## src/rtl/mem_trans_stage_if.sv

```systemverilog
// mem_trans_stage_if: request, translation and cache-side bus of the
// memory translation stage.
//   in_*  : upstream request channel (valid/ready)
//   at_*  : translation block lookup (vtag out, results back, same cycle)
//   out_* : registered request channel towards the cache (valid/ready)
// Modports: slave = the stage itself, master = the surrounding environment.
interface mem_trans_stage_if;
    logic        in_valid;
    logic        in_ready;
    logic [31:0] in_vaddr;
    logic [1:0]  in_op;
    logic [1:0]  in_size;
    logic [7:0]  in_tag;

    logic [19:0] at_vtag;
    logic [19:0] at_ptag;
    logic [1:0]  at_mat;
    logic        at_page_fault;
    logic        at_page_invalid;
    logic        at_page_dirty;
    logic        at_plv_fault;

    logic        out_valid;
    logic        out_ready;
    logic [31:0] out_paddr;
    logic [1:0]  out_mat;
    logic        out_uncached;
    logic [1:0]  out_op;
    logic [1:0]  out_size;
    logic [7:0]  out_tag;
    logic        out_excp;
    logic [5:0]  out_ecode;
    logic [31:0] out_badv;

    modport slave (
        input  in_valid, in_vaddr, in_op, in_size, in_tag,
        output in_ready,
        output at_vtag,
        input  at_ptag, at_mat, at_page_fault, at_page_invalid, at_page_dirty, at_plv_fault,
        output out_valid, out_paddr, out_mat, out_uncached, out_op, out_size, out_tag,
        output out_excp, out_ecode, out_badv,
        input  out_ready
    );

    modport master (
        output in_valid, in_vaddr, in_op, in_size, in_tag,
        input  in_ready,
        input  at_vtag,
        output at_ptag, at_mat, at_page_fault, at_page_invalid, at_page_dirty, at_plv_fault,
        input  out_valid, out_paddr, out_mat, out_uncached, out_op, out_size, out_tag,
        input  out_excp, out_ecode, out_badv,
        output out_ready
    );
endinterface

```

## src/rtl/mem_trans_stage.sv

```systemverilog
// mem_trans_stage: translation stage between issue and the cache request port.
// Looks up the virtual tag, classifies the access into a LoongArch exception
// or a physical request, and registers it behind a valid/ready handshake with
// a 2-entry skid buffer (main + skid) so in_ready never depends on out_ready.
// Ports:
//   clk, reset (async, active high), flush
//   bus : mem_trans_stage_if.slave (in_*, at_*, out_*)
//   perf_tlbr_cnt, perf_excp_cnt : only with MEM_TRANS_PERF_CNT_EN defined
// Optional macro: MEM_TRANS_PERF_CNT_EN adds saturating exception counters.
module mem_trans_stage (
    input  logic                  clk,
    input  logic                  reset,
    input  logic                  flush,
`ifdef MEM_TRANS_PERF_CNT_EN
    output logic [31:0]           perf_tlbr_cnt,
    output logic [31:0]           perf_excp_cnt,
`endif
    mem_trans_stage_if.slave      bus
);
    typedef struct packed {
        logic [31:0] paddr;
        logic [1:0]  mat;
        logic        uncached;
        logic [1:0]  op;
        logic [1:0]  size;
        logic [7:0]  tag;
        logic        excp;
        logic [5:0]  ecode;
        logic [31:0] badv;
    } entry_t;

    localparam logic [5:0] ECODE_PIL  = 6'h01;
    localparam logic [5:0] ECODE_PIS  = 6'h02;
    localparam logic [5:0] ECODE_PIF  = 6'h03;
    localparam logic [5:0] ECODE_PME  = 6'h04;
    localparam logic [5:0] ECODE_PPI  = 6'h07;
    localparam logic [5:0] ECODE_ADE  = 6'h08;
    localparam logic [5:0] ECODE_ALE  = 6'h09;
    localparam logic [5:0] ECODE_TLBR = 6'h3F;

    entry_t main_q, skid_q, new_entry;
    logic   main_valid_q, skid_valid_q;
    logic   is_fetch, is_store, misalign;
    logic   in_fire, out_fire, main_free;

    assign bus.at_vtag  = bus.in_vaddr[31:12];
    // Ready comes straight from the skid flag, so cache back-pressure is
    // never combinationally visible upstream.
    assign bus.in_ready = !skid_valid_q;
    assign in_fire      = bus.in_valid && !skid_valid_q;
    assign out_fire     = main_valid_q && bus.out_ready;
    assign main_free    = !main_valid_q || bus.out_ready;

    always_comb begin
        is_fetch = (bus.in_op == 2'd0);
        is_store = (bus.in_op == 2'd2);
        misalign = 1'b0;
        if (is_fetch) begin
            misalign = (bus.in_vaddr[1:0] != 2'b00);
        end else begin
            case (bus.in_size)
                2'd0:    misalign = 1'b0;
                2'd1:    misalign = bus.in_vaddr[0];
                default: misalign = (bus.in_vaddr[1:0] != 2'b00);
            endcase
        end

        new_entry          = '0;
        new_entry.paddr    = {bus.at_ptag, bus.in_vaddr[11:0]};
        new_entry.mat      = bus.at_mat;
        new_entry.uncached = (bus.at_mat == 2'd0);
        new_entry.op       = bus.in_op;
        new_entry.size     = bus.in_size;
        new_entry.tag      = bus.in_tag;
        new_entry.badv     = bus.in_vaddr;
        new_entry.excp     = 1'b1;

        // Priority order: alignment, TLB miss, invalid page, privilege, dirty.
        // op 3 falls through to the load codes.
        if (misalign) begin
            new_entry.ecode = is_fetch ? ECODE_ADE : ECODE_ALE;
        end else if (bus.at_page_fault) begin
            new_entry.ecode = ECODE_TLBR;
        end else if (bus.at_page_invalid) begin
            new_entry.ecode = is_fetch ? ECODE_PIF : (is_store ? ECODE_PIS : ECODE_PIL);
        end else if (bus.at_plv_fault) begin
            new_entry.ecode = ECODE_PPI;
        end else if (is_store && bus.at_page_dirty) begin
            new_entry.ecode = ECODE_PME;
        end else begin
            new_entry.excp  = 1'b0;
            new_entry.ecode = 6'h00;
        end
    end

    always_ff @(posedge clk or posedge reset) begin
        if (reset) begin
            main_q       <= '0;
            skid_q       <= '0;
            main_valid_q <= 1'b0;
            skid_valid_q <= 1'b0;
        end else if (flush) begin
            main_valid_q <= 1'b0;
            skid_valid_q <= 1'b0;
        end else if (main_free) begin
            if (skid_valid_q) begin
                main_q       <= skid_q;
                main_valid_q <= 1'b1;
                skid_valid_q <= 1'b0;
            end else if (in_fire) begin
                main_q       <= new_entry;
                main_valid_q <= 1'b1;
            end else begin
                main_valid_q <= 1'b0;
            end
        end else if (in_fire) begin
            skid_q       <= new_entry;
            skid_valid_q <= 1'b1;
        end
    end

    assign bus.out_valid    = main_valid_q;
    assign bus.out_paddr    = main_q.paddr;
    assign bus.out_mat      = main_q.mat;
    assign bus.out_uncached = main_q.uncached;
    assign bus.out_op       = main_q.op;
    assign bus.out_size     = main_q.size;
    assign bus.out_tag      = main_q.tag;
    assign bus.out_excp     = main_q.excp;
    assign bus.out_ecode    = main_q.ecode;
    assign bus.out_badv     = main_q.badv;

`ifdef MEM_TRANS_PERF_CNT_EN
    logic [31:0] perf_tlbr_cnt_q, perf_excp_cnt_q;

    // Counts retired (transferred) entries; flush does not touch them.
    always_ff @(posedge clk or posedge reset) begin
        if (reset) begin
            perf_tlbr_cnt_q <= '0;
            perf_excp_cnt_q <= '0;
        end else if (out_fire && main_q.excp) begin
            if (perf_excp_cnt_q != 32'hFFFF_FFFF)
                perf_excp_cnt_q <= perf_excp_cnt_q + 32'd1;
            if (main_q.ecode == ECODE_TLBR && perf_tlbr_cnt_q != 32'hFFFF_FFFF)
                perf_tlbr_cnt_q <= perf_tlbr_cnt_q + 32'd1;
        end
    end

    assign perf_tlbr_cnt = perf_tlbr_cnt_q;
    assign perf_excp_cnt = perf_excp_cnt_q;
`endif
endmodule

```

## src/flat_wrapper.sv

```systemverilog
// flat-port wrapper written by rule: the top's interface ports become plain ports
module mem_trans_stage_flat 
  (clk, reset, flush, bus_in_valid, bus_in_vaddr, bus_in_op, bus_in_size, bus_in_tag, bus_in_ready, bus_at_vtag, bus_at_ptag, bus_at_mat, bus_at_page_fault, bus_at_page_invalid, bus_at_page_dirty, bus_at_plv_fault, bus_out_valid, bus_out_paddr, bus_out_mat, bus_out_uncached, bus_out_op, bus_out_size, bus_out_tag, bus_out_excp, bus_out_ecode, bus_out_badv, bus_out_ready);
  mem_trans_stage_if bus_i ();
  input  logic clk;
  input  logic reset;
  input  logic flush;
  input wire logic [$bits(bus_i.in_valid)-1:0] bus_in_valid;
  input wire logic [$bits(bus_i.in_vaddr)-1:0] bus_in_vaddr;
  input wire logic [$bits(bus_i.in_op)-1:0] bus_in_op;
  input wire logic [$bits(bus_i.in_size)-1:0] bus_in_size;
  input wire logic [$bits(bus_i.in_tag)-1:0] bus_in_tag;
  output wire logic [$bits(bus_i.in_ready)-1:0] bus_in_ready;
  output wire logic [$bits(bus_i.at_vtag)-1:0] bus_at_vtag;
  input wire logic [$bits(bus_i.at_ptag)-1:0] bus_at_ptag;
  input wire logic [$bits(bus_i.at_mat)-1:0] bus_at_mat;
  input wire logic [$bits(bus_i.at_page_fault)-1:0] bus_at_page_fault;
  input wire logic [$bits(bus_i.at_page_invalid)-1:0] bus_at_page_invalid;
  input wire logic [$bits(bus_i.at_page_dirty)-1:0] bus_at_page_dirty;
  input wire logic [$bits(bus_i.at_plv_fault)-1:0] bus_at_plv_fault;
  output wire logic [$bits(bus_i.out_valid)-1:0] bus_out_valid;
  output wire logic [$bits(bus_i.out_paddr)-1:0] bus_out_paddr;
  output wire logic [$bits(bus_i.out_mat)-1:0] bus_out_mat;
  output wire logic [$bits(bus_i.out_uncached)-1:0] bus_out_uncached;
  output wire logic [$bits(bus_i.out_op)-1:0] bus_out_op;
  output wire logic [$bits(bus_i.out_size)-1:0] bus_out_size;
  output wire logic [$bits(bus_i.out_tag)-1:0] bus_out_tag;
  output wire logic [$bits(bus_i.out_excp)-1:0] bus_out_excp;
  output wire logic [$bits(bus_i.out_ecode)-1:0] bus_out_ecode;
  output wire logic [$bits(bus_i.out_badv)-1:0] bus_out_badv;
  input wire logic [$bits(bus_i.out_ready)-1:0] bus_out_ready;
  assign bus_i.in_valid = bus_in_valid;
  assign bus_i.in_vaddr = bus_in_vaddr;
  assign bus_i.in_op = bus_in_op;
  assign bus_i.in_size = bus_in_size;
  assign bus_i.in_tag = bus_in_tag;
  assign bus_in_ready = bus_i.in_ready;
  assign bus_at_vtag = bus_i.at_vtag;
  assign bus_i.at_ptag = bus_at_ptag;
  assign bus_i.at_mat = bus_at_mat;
  assign bus_i.at_page_fault = bus_at_page_fault;
  assign bus_i.at_page_invalid = bus_at_page_invalid;
  assign bus_i.at_page_dirty = bus_at_page_dirty;
  assign bus_i.at_plv_fault = bus_at_plv_fault;
  assign bus_out_valid = bus_i.out_valid;
  assign bus_out_paddr = bus_i.out_paddr;
  assign bus_out_mat = bus_i.out_mat;
  assign bus_out_uncached = bus_i.out_uncached;
  assign bus_out_op = bus_i.out_op;
  assign bus_out_size = bus_i.out_size;
  assign bus_out_tag = bus_i.out_tag;
  assign bus_out_excp = bus_i.out_excp;
  assign bus_out_ecode = bus_i.out_ecode;
  assign bus_out_badv = bus_i.out_badv;
  assign bus_i.out_ready = bus_out_ready;
  mem_trans_stage u_core (.clk(clk), .reset(reset), .flush(flush), .bus(bus_i));
endmodule
```

## config.mk

```make
export PLATFORM = sky130hd
export DESIGN_NAME = mem_trans_stage_flat
export DESIGN_NICKNAME = d
export VERILOG_FILES = /design/src/rtl/mem_trans_stage_if.sv /design/src/rtl/mem_trans_stage.sv /design/src/flat_wrapper.sv
export SDC_FILE = /design/constraint.sdc
export NUM_CORES = 1
export LEC_CHECK = 0
export BUFFER_PORTS_ARGS = -buffer_cell sky130_fd_sc_hd__clkbuf_2
export CAP_MARGIN = 25
export CORE_MARGIN = 2
export CORE_UTILIZATION = 45
export CTS_CLUSTER_SIZE = 30
export DETAILED_ROUTE_END_ITERATION = 6
export GPL_ROUTABILITY_DRIVEN = 0
export PLACE_DENSITY = 0.84
export RECOVER_POWER = 50
export SYNTH_ARGS = -nofsm -noshare
export SYNTH_HDL_FRONTEND = slang
export SYNTH_SLANG_ARGS = --single-unit
export TNS_END_PERCENT = 20
```

## constraint.sdc

```tcl
create_clock -name clk -period 4.2 [get_ports clk]
set_input_delay 0.21 -clock clk [delete_from_list [all_inputs] [get_ports clk]]
set_output_delay 0.21 -clock clk [all_outputs]
set_load 0.005 [all_outputs]
```

Word-level counts from Yosys, hierarchy flattened
Cells that the tools add are included.
- bits in registers: 174
- input bits: 75
- output and inout port bits: 108
- equal/unequal tests: 2
- mux-type cells: 24
- bitwise gates (word level): 2
- reductions and logical operators: 14
- operators with widths (cell ; count):
    86-bit 2-to-1 mux ; 2
    6-bit 2-to-1 mux ; 5
    1-bit 2-to-1 mux ; 14
    2-bit logical NOT ; 3
    3-bit AND reduction ; 2
    2-bit nonzero test ; 3
    3-bit 2-to-1 mux ; 1
    3-bit nonzero test ; 1
    2-bit by 1-bit equality test with 1-bit output (second input constant) ; 1
    2-bit equality test (second input constant) ; 1
    1-bit logical AND ; 2
    1-bit logical NOT ; 2
    2-bit 2-to-1 mux ; 1
    1-bit NOT ; 2
    1-bit one-hot mux with 2 select lines ; 1
    1-bit logical OR ; 1

Logic depth before layout (Yosys ltp)
Gate-level depths: netlist (run 1).
- depth after elaboration: 9
- mapped depth: 9
- gate-level depth less buffers: 4

Worst setup path before layout (run 1)
Ideal clock, no wire load.
- kind: register -> register
- from: register u_core.main_valid_q, in the netlist u_core.bus.out_valid
- to: register u_core.main_q, in the netlist u_core.bus.out_ecode[0]
- data arrival time: 1.537 ns
- data required time: 4.074 ns
- setup slack: 2.537 ns
- cell stages (with the launch flop): 7
- path buffers: 3
- period minus slack after synthesis: 1.663 ns
- cells stage by stage: dfrtp_1 -> nor2b_1 -> or3_1 -> buf_2 -> buf_6 -> buf_6 -> a221o_1
- word-level cells in the longest chain between the ends: 3
- ends and longest elaborated chain (item ; line ; RTL):
    start, declared ; mem_trans_stage.sv:42 ; logic main_valid_q, skid_valid_q;
    start signal, assigned ; mem_trans_stage.sv:100 ; main_valid_q <= 1'b0;
    start signal, assigned ; mem_trans_stage.sv:103 ; main_valid_q <= 1'b0;
    start signal, assigned ; mem_trans_stage.sv:108 ; main_valid_q <= 1'b1;
    1-bit logical NOT ; mem_trans_stage.sv:52 ; assign main_free = !main_valid_q || bus.out_ready;
    1-bit logical OR ; mem_trans_stage.sv:52 ;
    3-bit AND reduction (no source line) ; n/a ;
    end signal, assigned ; mem_trans_stage.sv:107 ; main_q <= skid_q;
    end signal, assigned ; mem_trans_stage.sv:111 ; main_q <= new_entry;
    end, declared ; mem_trans_stage.sv:41 ; entry_t main_q, skid_q, new_entry;
Every way passes these cells.
A chain may end at the register's enable or synchronous reset.

Worst setup path in the final report (run 1)
- from: register u_core.skid_valid_q
- to: register u_core.skid_q[28] in the netlist's numbering
- word-level cells in the longest chain between the ends: 3
- ends and longest elaborated chain (item ; line ; RTL):
    start, declared ; mem_trans_stage.sv:42 ;
    start signal, assigned ; mem_trans_stage.sv:101 ; skid_valid_q <= 1'b0;
    start signal, assigned ; mem_trans_stage.sv:104 ; skid_valid_q <= 1'b0;
    start signal, assigned ; mem_trans_stage.sv:109 ; skid_valid_q <= 1'b0;
    1-bit logical NOT ; mem_trans_stage.sv:50 ; assign in_fire = bus.in_valid && !skid_valid_q;
    1-bit logical AND ; mem_trans_stage.sv:50 ;
    3-bit AND reduction (no source line) ; n/a ;
    end signal, assigned ; mem_trans_stage.sv:117 ; skid_q <= new_entry;
    end, declared ; mem_trans_stage.sv:41 ;
Every way passes these cells.

==> run metrics, run 1 <==
Vias per Instance about 5.1; synth unique cells 30; Peak VDD IR 0.000352 V; placed cell area 0.00727 mm2; fill count about 1200; Period minus WS final 2.69 ns; XOR/XNOR Fraction of Synth Area 0%; Post-CTS Hold Fix Bufs 1; cell total after placement 848; core area 0.0139 mm2; Ports 183; Post-Route WL between 10 and 15 mm; crit end category register; DIE WIDTH between 100 and 150 um; Required @ worst endpoint 4.50 ns; syn avg cell area about 12 um2; Post-synth ARST share 100%; vias in the first global route 4366; pre-CTS setup slack 1.48 ns; routed via count 4455; P&R area growth vs syn 22.2%; crit-path max FO 44; clk slew on worst S/H paths approximately 0.060 ns; DRC viols 0; CTS tree built; R2R setup slack ~1.5 ns; CTS root buf clkbuf_16; Tot GR Track Use 18.3%; port bufs 182; most frequent cell after synthesis dfrtp_1; leak pwr 3.58 nW; Synth Register Bits around 150; Critical path destination u_core.skid_q[28]$_DFFE_PP0P_; Worst Setup Path Type reg2reg; Post-synth EDFFs 0; worst skew pair latency between 0.4 and 0.5 ns; cells after synthesis 546; Rows 43; Synth Area in Simple Gates 6.08%; largest family of logic cells by synthesized area multiplexers; final cell count without fillers 881; post-synthesis sequential area ratio 57.3%; final hold vios 0; top cell type's share of synthesized area about 57%; violated checks max-capacitance violations, max-slew violations; die area 0.0153 mm2; Arr. time, crit path about 3.0 ns; Max-slew headroom -18.6%; diode count 0; Inserted Clock Buffers 17; fraction of synthesized area in multiplexers 22.1%; Nets 763; WL per Instance 15.3 um; RSZ-0062 raised after global routing no; # setup viols final 0; antenna viol nets, final 0; drt pass-1 iters 6; CTS resizes 0; ratio of cells with drive above 1 in the final layout 30.2%; Initial Util 46.4%; Die H ~120 um; crit start category register; worst-margin pin slew 1.78 ns; dominant cell type by area after synthesis dfrtp_1; critical register-to-register path endpoint u_core.skid_q[28]$_DFFE_PP0P_; Mapped Area 0.00646 mm2; commonest register cell after synthesis dfrtp_1; postcts setup bufs 0; RR Startpoint u_core.skid_valid_q$_DFFE_PP0P_; total gr overflow 0; ranking of synthesized cells by area dfrtp_1, mux2_2, mux2i_1, o21ai_0, nand2_1; clk buf depth 2; Worst Clk Skew between 0.008 and 0.009 ns; post-synthesis compound-gate area fraction between 8 and 9%; setup_tns 0 ns; post-DP HPWL 9.20 mm; max-cap violations 1; final-report max-slew violation count 35; initial antenna violation count 0; first-pass GRT wire length 21.6 mm; Worst R2R Path Depth 4; design area 0.00789 mm2; Crit. Startpoint u_core.skid_valid_q$_DFFE_PP0P_; fin worst setup slack 1.51 ns; H-tree depth 4; Synth Area in Adders 0%; worst hold path class in2reg; clk sinks 148; largest net degree at the start of global routing 92; total chip power between 4 and 5 mW; status finished with violations; achievable clock frequency 372 MHz; Synth Warn # 0; Commonest cells post-synth dfrtp_1, nand2_1, o21ai_0; crit share post-route 64.1%; DRT iter0 DRCs 181; syn nets 621; Power per Cell Area 538 mW/mm2
[final cells by class]
| cell class | count | area (um2) | area share [%] |
|---|---|---|---|
| clock buffer | 23 | 488 | 6.18 |
| tap | 180 | 225 | 2.85 |
| inverter | 6 | 27.5 | 0.349 |
| sequential | 148 | 3710 | 47.0 |
| clock inverter | 9 | 220 | 2.79 |
| timing repair buffer | 189 | 880 | 11.1 |
| multi-input combinational | 326 | 2340 | 29.7 |
[layer usage]
| layer | global-route usage [%] | wire length, um | vias to the layer above |
|---|---|---|---|
| met5 | 0 | 0 | - |
| met4 | 4.69 | 143 | 0 |
| met3 | 6.68 | 986 | 11 |
| met2 | 29.4 | 6410 | 157 |
| met1 | 23.7 | 5980 | 2138 |
| li1 | - | - | 2149 |
[power by group]
| part | switching, mW | internal (mW) |
|---|---|---|
| registers | 0.157 | 1.72 |
| logic | 0.267 | 0.295 |
| clock network | 0.574 | 1.24 |
| total | 0.998 | 3.25 |
[layout by cell type (no fill, tap or decap), drive strengths merged, types with 2 or more instances in the layout]
| cell type | instances |
|---|---|
| clkbuf | 205 |
| dfrtp | 148 |
| nand2 | 76 |
| o21ai | 76 |
| mux2 | 68 |
| mux2i | 66 |
| bufinv | 7 |
| a21oi | 6 |
| inv | 6 |
| buf | 6 |
| nor2 | 5 |
| nor3 | 4 |
| o21bai | 3 |
| and3 | 2 |
| a221o | 2 |
| o22ai | 2 |
| nand3 | 2 |
| o211ai | 2 |
| nand3b | 2 |
| nand4 | 2 |
| clkinv | 2 |
[critical path, stage by stage (launching register included)]
cell and delay (ns):
dfrtp_4 0.88, inv_1 0.18, nand4_1 0.60, buf_4 0.48, mux2_2 0.39
[flip-flops by register name, indices dropped and copies added, names as in the netlist]
signal	count
u_core.bus.out_badv	32
u_core.bus.out_ecode	5
u_core.skid_q	73
u_core.bus.out_excp	1
u_core.bus.out_size	2
u_core.skid_valid_q	1
u_core.bus.out_tag	8
u_core.bus.out_paddr	20
u_core.bus.out_op	2
u_core.bus.out_uncached	1
u_core.bus.out_mat	2
u_core.bus.out_valid	1
[kinds of logic (layout without fill, tap and decap cells)]
logic type             count (synthesis)  in the layout
buffers and inverters                 72            227
DFF                                  148            148
and+or+nand+nor                       96             96
AOI/OAI and AO/OA                     96             96
muxes                                134            134
[how the worst min path moves through the flow]
stage / cells after the start / endpoint / slack [ns] / from
floorplan: 1 / u_core.bus.out_valid$_DFFE_PP0N_ / 0.27 / flush
finish: 2 / u_core.bus.out_valid$_DFFE_PP0N_ / 0.04 / flush
global route: 2 / u_core.skid_q[6]$_DFFE_PP0P_ / 0.04 / bus_in_vaddr[6]
global placement: 2 / u_core.skid_q[30]$_DFFE_PP0P_ / 0.38 / reset
CTS: 2 / u_core.bus.out_valid$_DFFE_PP0N_ / 0.02 / flush
detailed placement: 2 / u_core.skid_q[23]$_DFFE_PP0P_ / 0.38 / reset
[per-stage QoR]
step / hold WS [ns] / util (%)
6_report: 0.0365 / 56.6
4_1_cts: 0.0195 / 57.3
3_3_place_gp: 0.384 / 52.2
2_1_floorplan: 0.273 / -
5_1_grt: 0.0374 / 56.6
3_5_place_dp: 0.384 / 52.2
(Power assumes the default switching activity.)
==> run 2: changes to the inputs <==
--- a/config.mk
+++ b/config.mk
@@ -5,6 +5,7 @@
 export SDC_FILE = /design/constraint.sdc
 export NUM_CORES = 1
 export LEC_CHECK = 0
+export ABC_AREA = 1
 export BUFFER_PORTS_ARGS = -buffer_cell sky130_fd_sc_hd__clkbuf_2
 export CAP_MARGIN = 25
 export CORE_MARGIN = 2
@@ -12,7 +13,7 @@
 export CTS_CLUSTER_SIZE = 30
 export DETAILED_ROUTE_END_ITERATION = 6
 export GPL_ROUTABILITY_DRIVEN = 0
-export PLACE_DENSITY = 0.84
+export PLACE_DENSITY = 0.81
 export RECOVER_POWER = 50
 export SYNTH_ARGS = -nofsm -noshare
 export SYNTH_HDL_FRONTEND = slang
==> constraint.sdc (replaced) <==
create_clock -name clk -period 2.8 [get_ports clk]
set_input_delay 0.14 -clock clk [delete_from_list [all_inputs] [get_ports clk]]
set_output_delay 0.14 -clock clk [all_outputs]
set_load 0.005 [all_outputs]
==> run metrics, run 2 <==
Nets 1052; cell total after placement between 1000 and 1500; postcts setup bufs 0; die area 0.0162 mm2; violated checks max-capacitance violations; ranking of synthesized cells by area dfrtp_1, nand2_1, o31ai_2, nor2_1, buf_4; antenna viol nets, final 0; worst hold path class in2reg; Power per Cell Area a little under 700 mW/mm2; diode count 0; cells after synthesis 782; syn nets 857; max-cap violations 1; achievable clock frequency 488 MHz; Period minus WS final 2.05 ns; drt pass-1 iters 5; synth unique cells 17; met2 wire length 8.07 mm; first-pass GRT wire length 27.5 mm; Synth Warn # 0; DRT iter0 DRCs 440; WL per Instance 14.0 um; Peak VDD IR 0.000379 V; crit start category register; most frequent cells in the layout nand2_1, clkbuf_2, dfrtp_1, nor2_1, dlygate4sd3_1; post-synthesis compound-gate area fraction 12.9%; Rows 45; Post-synth EDFFs 0; highest metal used met4; routed wl met3 around 900 um; total gr overflow 0; DIE WIDTH between 100 and 150 um; routed via count 5811; FF/Latch Area approximately 0.0037 mm2; Post-synth ARST share 100%; worst-margin pin slew 1.50 ns; DRC viols 0; RSZ-0062 raised after global routing no; Top reg by flops u_core.skid_q; dominant cell type by area after synthesis dfrtp_1; post-DP HPWL 9.66 mm; CTS tree built; Synth Area in Simple Gates 25.2%; # setup viols final 0; clk sinks between 100 and 150; ratio of cells with drive above 1 in the final layout 25.2%; crit end category output pin; syn avg cell area 8.77 um2; Tot GR Track Use 21.1%; crit share post-route 73.2%; Synth Area in Adders 0%; CP cell instances inv_2 > buf_4 > clkbuf_2; Metal-1 WL 7.14 mm; most frequent cell after synthesis nand2_1; Max-slew headroom 0.100%; Die H 127 um; H-tree depth 4; total chip power 5.98 mW; fraction of synthesized area in multiplexers 0%; largest net degree at the start of global routing 88; fill count ~1300; Worst Setup Path Type reg2out; number of flip-flops in the largest register 73; commonest register cell after synthesis dfrtp_1; vias in the first global route 5616; setup_tns 0 ns; port bufs roughly 180; largest delay contributor family on the critical path buffers and inverters; P&R area growth vs syn 28.1%; slowest stage cell on the critical path buf_4; Post-Route WL 16.5 mm; core area ~0.015 mm2; multi-input logic area 0.00262 mm2; Mapped Area approximately 0.0069 mm2; final-report max-slew violation count 0; clk slew on worst S/H paths 0.06 ns; crit-path max FO 78; final hold vios 0; CP bufs+invs 3; post-synthesis sequential area ratio 54.0%; initial antenna violation count 0; largest family of logic cells by synthesized area simple AND/OR/NAND/NOR gates; worst skew pair latency 0.41 ns; Synth Register Bits 148; final cell count without fillers 1177; commonest non-fill, non-tap cell in the layout nand2_1; status finished with violations; Commonest cells post-synth nand2_1, dfrtp_1, nor2_1; Arr. time, crit path 1.91 ns; Inserted Clock Buffers 17; Worst Clk Skew about 0.0050 ns; clk buf depth 2; Vias per Instance 4.94; final hold slack 0.0153 ns; Required @ worst endpoint 2.66 ns; top cell type's share of synthesized area 54.0%; CTS root buf clkbuf_16; Ports around 180; XOR/XNOR Fraction of Synth Area 0%; Initial Util 45.6%; slowest stage delay, CP about 0.68 ns; leak pwr approximately 4.6 nW
-- run 2: cell types whose count changed after synthesis, sizes merged, moves of 9 or more --
cell,before,now
mux2,68,0
o21ai,76,12
nand2,76,300
o31ai,1,67
nor2,5,144
mux2i,66,0
inv,6,15
buf,44,60
-- run 2: per-layer routing --
metal  GRT usage, %  vias up
li1               -     2836
met1           26.7     2763
met2           35.2      181
met3           4.77       31
met4           8.60        0
met5              0        -
-- run 2: logic make-up after synthesis --
family | count (synthesis)
DFF | 148
and+or+nand+nor | 454
buffers and inverters | 95
AOI/OAI and AO/OA | 85
-- run 2: final timing paths --
kind                            cells past startpoint  slack (ns)                              endpoint                             start
worst min-delay path                                3        0.02         u_core.skid_q[52]$_DFFE_PP0P_                     bus_at_mat[0]
worst max-delay path                                3        0.75                          bus_in_ready   u_core.skid_valid_q$_DFFE_PP0P_
max in group asynchronous                           4        0.92       u_core.skid_valid_q$_DFFE_PP0P_                             reset
worst max register to register                      5        1.04         u_core.skid_q[38]$_DFFE_PP0P_  u_core.bus.out_valid$_DFFE_PP0N_
min in group asynchronous                           4        0.41  u_core.bus.out_paddr[27]$_DFFE_PP0P_                             reset
worst min register to register                      2        0.47         u_core.skid_q[75]$_DFFE_PP0P_     u_core.skid_q[75]$_DFFE_PP0P_
-- run 2: timing repair --
action                                 4_1_cts  5_1_grt
endpoints found under the hold margin      210        0
resized for setup                            0        0
hold buffers                                62        0
-- run 2: area by class of cell --
cell class / count / share of cell area (%)
clock buffers: 26 / 5.57
clock inverters: 5 / 0.570
inverters: 15 / 0.655
multi-input cells: 539 / 29.9
flip-flops and latches: 148 / 42.2
well taps: 188 / 2.68
repair buffers: 256 / 18.5
-- run 2: report_power, final --
| part | switching, mW | leakage [nW] | internal [mW] | total (mW) |
|---|---|---|---|---|
| Clock | 0.817 | 0.268 | 1.28 | 2.10 |
| Combinational | 0.563 | 2.53 | 0.492 | 1.05 |
| Sequential | 0.249 | 1.85 | 2.57 | 2.82 |
| Total | 1.63 | 4.65 | 4.35 | 5.98 |
-- run 2: tightest hold or removal path, stage by stage --
cell and delay (ns):
clkbuf_2 0.12, nand2_1 0.07, nand2_1 0.05
-- run 2: stage by stage --
step / cell area [um2] / utilization, % / setup WS, ns
2_1_floorplan: 6860 / - / 0.799
3_3_place_gp: 7690 / 51.1 / 1.06
3_5_place_dp: 7690 / 51.1 / 1.03
4_1_cts: 8850 / 58.8 / 0.746
5_1_grt: 8780 / 58.4 / 0.575
6_report: 8780 / 58.4 / 0.751
==> run 3: changes to the inputs <==
==> constraint.sdc (replaced) <==
create_clock -name clk -period 1.96 [get_ports clk]
set_input_delay 0.098 -clock clk [delete_from_list [all_inputs] [get_ports clk]]
set_output_delay 0.098 -clock clk [all_outputs]
set_load 0.005 [all_outputs]
==> run metrics, run 3 (synthesized netlist as in run 2, its figures left out) <==
Crit. Startpoint u_core.bus.out_valid$_DFFE_PP0N_; pre-CTS setup slack 0.349 ns; worst-margin pin slew about 0.93 ns; WL per Instance between 10 and 15 um; Tot GR Track Use 21.6%; ratio of cells with drive above 1 in the final layout 23.1%; achievable clock frequency 596 MHz; status complete, no violations; design area 0.00891 mm2; core area 0.0150 mm2; Post-Route WL 17.3 mm; final hold vios 0; die area 0.0162 mm2; max-cap violations 0; Inserted Clock Buffers 17; P&R area growth vs syn 29.9%; crit-path max FO 47; total chip power around 9.0 mW; multi-input logic area about 0.0026 mm2; leak pwr approximately 4.6 nW; crit share post-route 85.6%; Rows 45; Peak VDD IR about 0.00057 V; setup_tns 0 ns; Vias per Instance 4.95; H-tree depth 4; Power per Cell Area 1010 mW/mm2; postcts setup bufs 0; initial antenna violation count 0; Max-slew headroom between 30% and 40%; Initial Util 45.6%; fill count roughly 1300; Ports between 150 and 200; FF/Latch Area 0.00370 mm2; Critical path destination u_core.skid_q[80]$_DFFE_PP0P_; RSZ-0062 raised after global routing no; Top reg by flops u_core.skid_q; vias in the first global route around 5700; RR Startpoint u_core.bus.out_valid$_DFFE_PP0N_; Worst R2R Path Depth 5; critical register-to-register path endpoint u_core.skid_q[80]$_DFFE_PP0P_; number of flip-flops in the largest register 73; Period minus WS final 1.68 ns; placed cell area 0.00769 mm2; worst hold path class in2reg; Nets 1057; fin worst setup slack 0.282 ns; CTS tree built; # setup viols final 0; antenna viol nets, final 0; DRT iter0 DRCs 415; clk sinks 148; routed via count 5860; final-report max-slew violation count 0; drt pass-1 iters 5; Die H 127 um; total gr overflow 0; final core utilization 59.3%; DRC viols 0; clk slew on worst S/H paths approximately 0.060 ns; commonest non-fill, non-tap cell in the layout nand2_1; Arr. time, crit path 2.03 ns; worst skew pair latency 0.42 ns; post-DP HPWL 10.2 mm; first-pass GRT wire length 27.8 mm; clk buf depth 2; most frequent cells in the layout nand2_1, dfrtp_1, nor2_1, clkbuf_2, dlygate4sd3_1; port bufs 182; crit end category register; Worst Clk Skew 0.00829 ns; Required @ worst endpoint between 2 and 2.5 ns; DIE WIDTH 127 um; CTS root buf clkbuf_16; crit start category register; largest net degree at the start of global routing 79; diode count 0; R2R setup slack 0.28 ns; Worst Setup Path Type reg2reg
-- run 3: cell types whose count changed in the layout (fill, tap and decap cells not counted), sizes merged --
cell	change
clkbuf	-9
dlygate4sd3	+5
clkinvlp	+4
buf	+3
bufinv	+3
-- run 3: where the power goes --
group | internal (mW) | switching [mW] | leakage, nW | total [mW]
sequential | 3.67 | 0.364 | 1.85 | 4.04
combinational | 0.688 | 0.820 | 2.47 | 1.51
clock | 2.23 | 1.27 | 0.304 | 3.50
total | 6.59 | 2.45 | 4.63 | 9.04
-- run 3: through the flow --
step / cells / hold WS, ns
5_1_grt: 1183 / 0.0422
4_1_cts: 1183 / 0.00717
3_5_place_dp: 1084 / 0.150
3_3_place_gp: 1084 / 0.142
2_1_floorplan: 782 / 0.208
6_report: 1183 / 0.0246
-- run 3: how the worst min path moves through the flow --
stage                      from                                end  slack (ns)  cells past startpoint
5_1_grt            bus_in_valid    u_core.skid_valid_q$_DFFE_PP0P_        0.04                      3
6_report           bus_in_op[1]   u_core.bus.out_op[1]$_DFFE_PP0P_        0.02                      3
3_3_place_gp              reset  u_core.bus.out_tag[2]$_DFFE_PP0P_        0.14                      2
3_5_place_dp              reset  u_core.bus.out_tag[2]$_DFFE_PP0P_        0.15                      2
4_1_cts            bus_in_op[1]   u_core.bus.out_op[1]$_DFFE_PP0P_       0.007                      3
2_1_floorplan  bus_in_vaddr[17]      u_core.skid_q[17]$_DFFE_PP0P_        0.21                      2
-- run 3: repair_timing --
action / in CTS / in global routing
hold buffers: 67 / 0
gates resized for setup: 0 / 0
hold endpoints to repair: 120 / 0
-- run 3: area by class of cell --
class                           count  area share (%)
Clock buffer                       20            5.24
Clock inverter                     12            1.99
Inverter                           15           0.646
Multi-Input combinational cell    539            29.4
Sequential cell                   148            41.6
Tap cell                          188            2.64
Timing Repair Buffer              261            18.5
-- run 3: worst max-delay path: stages, from the launching register on --
cell      delay [ns]
dfrtp_1         0.34
nand3b_1        0.21
nor3_4          0.25
buf_4           0.52
nand2_1         0.16
nand2_1         0.12
-- run 3: layer usage --
layer	share of wire, %	routed length (um)	vias to the layer above	global-route usage (%)
li1	-	-	2853	-
met1	44	7590	2763	27.1
met2	48	8340	207	36.0
met3	5.3	914	37	4.86
met4	2.5	425	0	9.83
met5	0	0	-	0
